<file path="src/rtl/alu_exec_controller.sv">
// alu_exec_controller: execute-stage ALU op decoder with an optional iterative multiply/divide sequencer.
// Define ALU_EXEC_MULDIV_EN to build the sequencer; otherwise funct7=0000001 decodes as a plain R-type op.
module alu_exec_controller #(
  parameter int XLEN  = 32,
  parameter int CNT_W = $clog2(XLEN) + 1
) (
  input  logic            clk,
  input  logic            rst_n,
  input  logic [6:0]      func_7_bits,
  input  logic [2:0]      func_3_bits,
  input  logic [3:0]      alu_option,
  input  logic            in_valid,
  input  logic [XLEN-1:0] operand_a,
  input  logic [XLEN-1:0] operand_b,
  input  logic            flush,
  input  logic            out_ready,
  output logic [3:0]      alu_operation,
  output logic            alu_shift_arith,
  output logic            in_ready,
  output logic            stall,
  output logic            out_valid,
  output logic [XLEN-1:0] md_result
);
  localparam logic [3:0] OP_ADD = 4'b0000, OP_SUB = 4'b0001, OP_AND = 4'b0010, OP_OR = 4'b0011;
  localparam logic [3:0] OP_XOR = 4'b0100, OP_S_HIGH_EQ = 4'b1000, OP_U_LOWER = 4'b1001;
  localparam logic [3:0] OP_S_LOWER = 4'b1010, OP_U_HIGH_EQ = 4'b0111, OP_SLL = 4'b1101;
  localparam logic [3:0] OP_SRL = 4'b1110, OP_MULDIV = 4'b1111;
  logic [3:0] r_op, b_op;
  logic       md_dec;
  always_comb begin
    case (func_3_bits)
      3'b000:  r_op = OP_ADD;
      3'b001:  r_op = OP_SLL;
      3'b010:  r_op = OP_S_LOWER;
      3'b011:  r_op = OP_U_LOWER;
      3'b100:  r_op = OP_XOR;
      3'b101:  r_op = OP_SRL;
      3'b110:  r_op = OP_OR;
      default: r_op = OP_AND;
    endcase
    case (func_3_bits)
      3'b000:  b_op = OP_SUB;
      3'b001:  b_op = OP_XOR;
      3'b100:  b_op = OP_S_LOWER;
      3'b101:  b_op = OP_S_HIGH_EQ;
      3'b110:  b_op = OP_U_LOWER;
      3'b111:  b_op = OP_U_HIGH_EQ;
      default: b_op = OP_ADD;
    endcase
  end
  always_comb begin
    alu_operation = OP_ADD;
    if (alu_option == 4'b0010)
      alu_operation = r_op;
    else if (alu_option == 4'b0110)
      alu_operation = md_dec ? OP_MULDIV : (func_7_bits[5] && func_3_bits == 3'b000) ? OP_SUB : r_op;
    else if (alu_option == 4'b1100)
      alu_operation = b_op;
  end
  assign alu_shift_arith = (alu_operation == OP_SRL) && func_7_bits[5];
`ifdef ALU_EXEC_MULDIV_EN
  localparam logic [1:0] S_IDLE = 2'b00, S_CALC = 2'b01, S_DONE = 2'b10;
  localparam logic [XLEN-1:0] MIN = {1'b1, {(XLEN-1){1'b0}}};
  logic [1:0]        state;
  logic [CNT_W-1:0]  cnt;
  logic [2:0]        f3;
  logic              sign_a, sign_b, sa, sb, accept, div_zero, div_ovf, neg_p;
  logic [XLEN-1:0]   acc, lo, div_b, mag_a, mag_b, nxt_acc, nxt_lo, quo, rem, fin, fast;
  logic [XLEN:0]     sum, trial;
  logic [2*XLEN-1:0] prod, sprod;
  assign md_dec   = func_7_bits == 7'b0000001;
  assign accept   = state == S_IDLE && in_valid && alu_option == 4'b0110 && md_dec && !flush;
  assign sa       = operand_a[XLEN-1] && (func_3_bits[2] ? !func_3_bits[0] : func_3_bits[1:0] != 2'b11);
  assign sb       = operand_b[XLEN-1] && (func_3_bits[2] ? !func_3_bits[0] : !func_3_bits[1]);
  assign mag_a    = sa ? -operand_a : operand_a;
  assign mag_b    = sb ? -operand_b : operand_b;
  assign div_zero = func_3_bits[2] && operand_b == '0;
  assign div_ovf  = func_3_bits[2] && !func_3_bits[0] && operand_a == MIN && &operand_b;
  assign fast     = div_zero ? (func_3_bits[1] ? operand_a : '1) : (func_3_bits[1] ? '0 : operand_a);
  // One iteration: shift-add multiply (acc:lo shifts right) or restoring divide (acc:lo shifts left).
  assign sum      = {1'b0, acc} + (lo[0] ? {1'b0, div_b} : '0);
  assign trial    = {acc, lo[XLEN-1]} - {1'b0, div_b};
  assign nxt_acc  = f3[2] ? (trial[XLEN] ? {acc[XLEN-2:0], lo[XLEN-1]} : trial[XLEN-1:0]) : sum[XLEN:1];
  assign nxt_lo   = f3[2] ? {lo[XLEN-2:0], !trial[XLEN]} : {sum[0], lo[XLEN-1:1]};
  assign neg_p    = sign_a ^ sign_b;
  assign prod     = {nxt_acc, nxt_lo};
  assign sprod    = neg_p ? -prod : prod;
  assign quo      = neg_p ? -nxt_lo : nxt_lo;
  assign rem      = sign_a ? -nxt_acc : nxt_acc;
  assign fin      = f3[2] ? (f3[1] ? rem : quo) : (f3[1:0] == 2'b00 ? sprod[XLEN-1:0] : sprod[2*XLEN-1:XLEN]);
  always_ff @(posedge clk or negedge rst_n) begin
    if (!rst_n) begin
      state     <= S_IDLE;
      cnt       <= '0;
      f3        <= '0;
      sign_a    <= 1'b0;
      sign_b    <= 1'b0;
      acc       <= '0;
      lo        <= '0;
      div_b     <= '0;
      md_result <= '0;
    end else if (flush) begin
      state <= S_IDLE;
    end else if (state == S_IDLE) begin
      if (accept) begin
        f3     <= func_3_bits;
        sign_a <= sa;
        sign_b <= sb;
        acc    <= '0;
        lo     <= mag_a;
        div_b  <= mag_b;
        cnt    <= CNT_W'(XLEN);
        if (div_zero || div_ovf) begin
          state     <= S_DONE;
          md_result <= fast;
        end else begin
          state <= S_CALC;
        end
      end
    end else if (state == S_CALC) begin
      acc <= nxt_acc;
      lo  <= nxt_lo;
      cnt <= cnt - 1'b1;
      if (cnt == CNT_W'(1)) begin
        state     <= S_DONE;
        md_result <= fin;
      end
    end else if (out_ready) begin
      state <= S_IDLE;
    end
  end
  assign in_ready  = state == S_IDLE;
  assign out_valid = state == S_DONE && !flush;
  assign stall     = !flush && (accept || state == S_CALC || (state == S_DONE && !out_ready));
`else
  logic unused;
  assign md_dec    = 1'b0;
  assign in_ready  = 1'b1;
  assign stall     = 1'b0;
  assign out_valid = 1'b0;
  assign md_result = '0;
  assign unused    = ^{clk, rst_n, in_valid, operand_a, operand_b, flush, out_ready, func_7_bits, {CNT_W{1'b0}}};
`endif
endmodule

</file>
<file path="config.mk">
export PLATFORM = sky130hd
export DESIGN_NAME = alu_exec_controller
export DESIGN_NICKNAME = d
export VERILOG_FILES = /design/src/rtl/alu_exec_controller.sv
export SDC_FILE = /design/constraint.sdc
export NUM_CORES = 1
export LEC_CHECK = 0
export ABC_AREA = 1
export CORE_ASPECT_RATIO = 0.9
export CORE_MARGIN = 1
export CORE_UTILIZATION = 16
export DETAILED_ROUTE_END_ITERATION = 7
export MAX_ROUTING_LAYER = met4
export PLACE_DENSITY = 0.92
export SLEW_MARGIN = 20
export SYNTH_ARGS = -nofsm -noshare
export SYNTH_HDL_FRONTEND = slang
export SYNTH_SLANG_ARGS = --single-unit
export TNS_END_PERCENT = 50
</file>
<file path="constraint.sdc">
create_clock -name vclk -period 1.04
set_input_delay 0.208 -clock vclk [all_inputs]
set_output_delay 0.208 -clock vclk [all_outputs]
set_load 0.005 [all_outputs]
</file>
==> flow_metrics.py, run 1 <==
metrics = {
    "logic_synthesis": {
        "netlist_area_um2": 470,
        "ys_types": 14,
        "synth.avg_cell_area_um2": 6.03,
        "ys_seq_area_share_pct": 0,
        "synth_cells": 78,
        "synth_warnings": 0,
    },
    "power_and_ir_drop": {
        "power_frac_clock_pct": 0,
        "p_switching_mw": 0.0904,
        "p_leak_nw": 0.323,
        "powerDensity_mw_per_mm2": 274,
        "switching_share_pct": 59.6,
        "ir_worst_vdd_v": 0.0000345,
        "internal-power_mw": 0.0612,
        "seqPwrFrac_pct": 0,
        "combPwrFrac_pct": 100.0,
    },
    "die": {
        "core_area_mm2": 0.00277,
        "dieArea_mm2": 0.00316,
        "fp.dieW_um": 59.2,
        "num_rows": 18,
        "initial_core_util_pct": 17.0,
        "io_pins": 123,
        "die_h_um": 53.4,
    },
    "global_route": {
        "grt_pass1_wl_mm": 1.13,
        "grt_start_max_net_pins": 7,
        "grt_use_total_pct": 4.55,
        "grt_pass1_vias": 294,
        "antenna_found_initial": 0,
        "grt-ovfl-total": 0,
    },
    "critical_path": {
        "cp-start-kind": "primary input",
        "crit_path_end_kind": "output pin",
        "cp_max_fo": 6,
        "worstPathRequired_ns": 0.83,
        "critPathKind": "in2out",
        "arrival_ns": 1.02,
    },
    "sta": {
        "tns_ns": -0.421,
        "final_max_slew_viol_count": 0,
        "rsz0062_at_grt": "yes",
        "fin_ws_ns": -0.190,
        "final-hold-violation-count": 0,
        "setup_violations": 5,
        "fin_crit_sh_pct": 118,
        "min_period_ns": 1.23,
        "clock.fmax_mhz": 813,
    },
    "placement": {
        "globalplace.congestion": 0.935,
        "io_buffers": 13,
        "pre_cts_slack_ns": -0.971,
        "placed_cells": 131,
        "post-dp-hpwl_um": 643,
    },
    "layout": {
        "nets": 178,
        "instances_no_fill": 133,
        "seqCellArea_um2": 0,
        "clock_buffers": 0,
        "insertedDiodeCount": 0,
        "multi_input_area_um2": 328,
        "drive_gt1_share_pct": 33.3,
        "areaGrowthSynthToFinish_pct": 17.8,
        "nFillCells": 319,
        "design.seq.count": 0,
    },
    "route": {
        "drtIter0Drc": 19,
        "vias": 417,
        "via_per_inst": 3.14,
        "routed_wl_um": 777,
        "wl_per_cell_um": 5.84,
        "drt-pass1-iter-count": 4,
        "antenna_left": 0,
        "drc": 0,
    },
    "clock_network": {
        "cts_hold_buf": 0,
    },
    "status": {
        "outcome": "finished, violations left",
        "violations": "setup timing",
    },
    "job": {
        "maxCapViolations": 0,
    },
    "min_path": {
        "hp-class": "in2out",
    },
}
[layer usage]
metal	GRT usage, %	up-vias	part of all wire [%]
met5	-	-	0
met4	0	0	0
met3	0.733	0	16
met2	10.0	38	52
met1	4.29	180	32
li1	-	199	-
[layout by cell type (no fill, tap or decap), types with 2 or more instances in the layout]
cell,instances
nand3_1,5
nand2_1,18
buf_6,5
conb_1,35
nor2_4,2
buf_8,2
inv_2,4
buf_2,4
nand2_2,5
buf_4,5
[repair_timing]
item | 4_1_cts | 5_1_grt
endpoints found under the hold margin | 0 | 0
setup buffers | 1 | 1
gates cloned | 0 | 0
setup endpoints to repair | 5 | 5
gates resized for setup | 60 | 6
pin swaps | 13 | 7
[Yosys cell counts]
cell / instances / share of area [%]
o21ai_1: 1 / 1.1
nor3_4: 1 / 3.5
nand2_2: 5 / 6.6
nor2_2: 1 / 1.3
nand3_1: 5 / 5.3
inv_2: 3 / 2.4
nor2_1: 1 / 0.80
nor2_4: 1 / 2.4
conb_1: 2 / 1.6
inv_1: 2 / 1.6
buf_4: 35 / 56
nand4_1: 1 / 1.3
nand2_1: 19 / 15
a21oi_1: 1 / 1.1
[critical path, stage by stage]
cell and delay, ns:
buf_4 0.14, inv_2 0.07, nand2_1 0.07, o21ai_1 0.08, nand2_1 0.08, nand2_2 0.08
buf_6 0.09, nand2_2 0.04, nor2_2 0.06, buf_2 0.11
[metrics by stage]
| step | power [mW] | hold WS (ns) | utilization, % | area [um2] |
|---|---|---|---|---|
| floorplan | 0.169 | 0.507 | - | 594 |
| global placement | 0.136 | 1.38 | 19.0 | 527 |
| detailed placement | 0.137 | 1.40 | 19.0 | 527 |
| CTS | 0.143 | 0.793 | 19.3 | 534 |
| global route | 0.173 | 0.811 | 20.0 | 554 |
| finish | 0.152 | 0.775 | 20.0 | 554 |
[worst paths after layout]
kind                      startpoint               end  slack (ns)  cells past startpoint
worst min-delay path   alu_option[0]  alu_operation[0]        0.78                      5
worst max-delay path  func_3_bits[0]   alu_shift_arith       -0.19                     10
[cell type report]
type,instances,area share [%]
inverters,5,4.29
multi-input cells,71,59.1
well taps,40,9.03
repair buffers,17,27.5
[cell families (layout without fill, tap and decap cells)]
kind of cell           after synthesis  after routing  share of synthesized area [%]
buffers and inverters               40             22                           59.8
AND/OR/NAND/NOR                     34             34                           36.4
other                                2             35                           1.60
AO/OA/AOI/OAI                        2              2                           2.13
[power groups by stage]
| stage | clock network [mW] | logic [mW] | registers (mW) |
|---|---|---|---|
| floorplan | 0 | 0.169 | 0 |
| global placement | 0 | 0.136 | 0 |
| detailed placement | 0 | 0.137 | 0 |
| CTS | 0 | 0.143 | 0 |
| global route | 0 | 0.173 | 0 |
| finish | 0 | 0.152 | 0 |
(Power assumes the default switching activity.)
==> run 2, diff against run 1 <==
- GPL_ROUTABILITY_DRIVEN: default -> 1
==> results of run 2 <==
The final DEF is identical to that of run 1; final timing and power are the same.
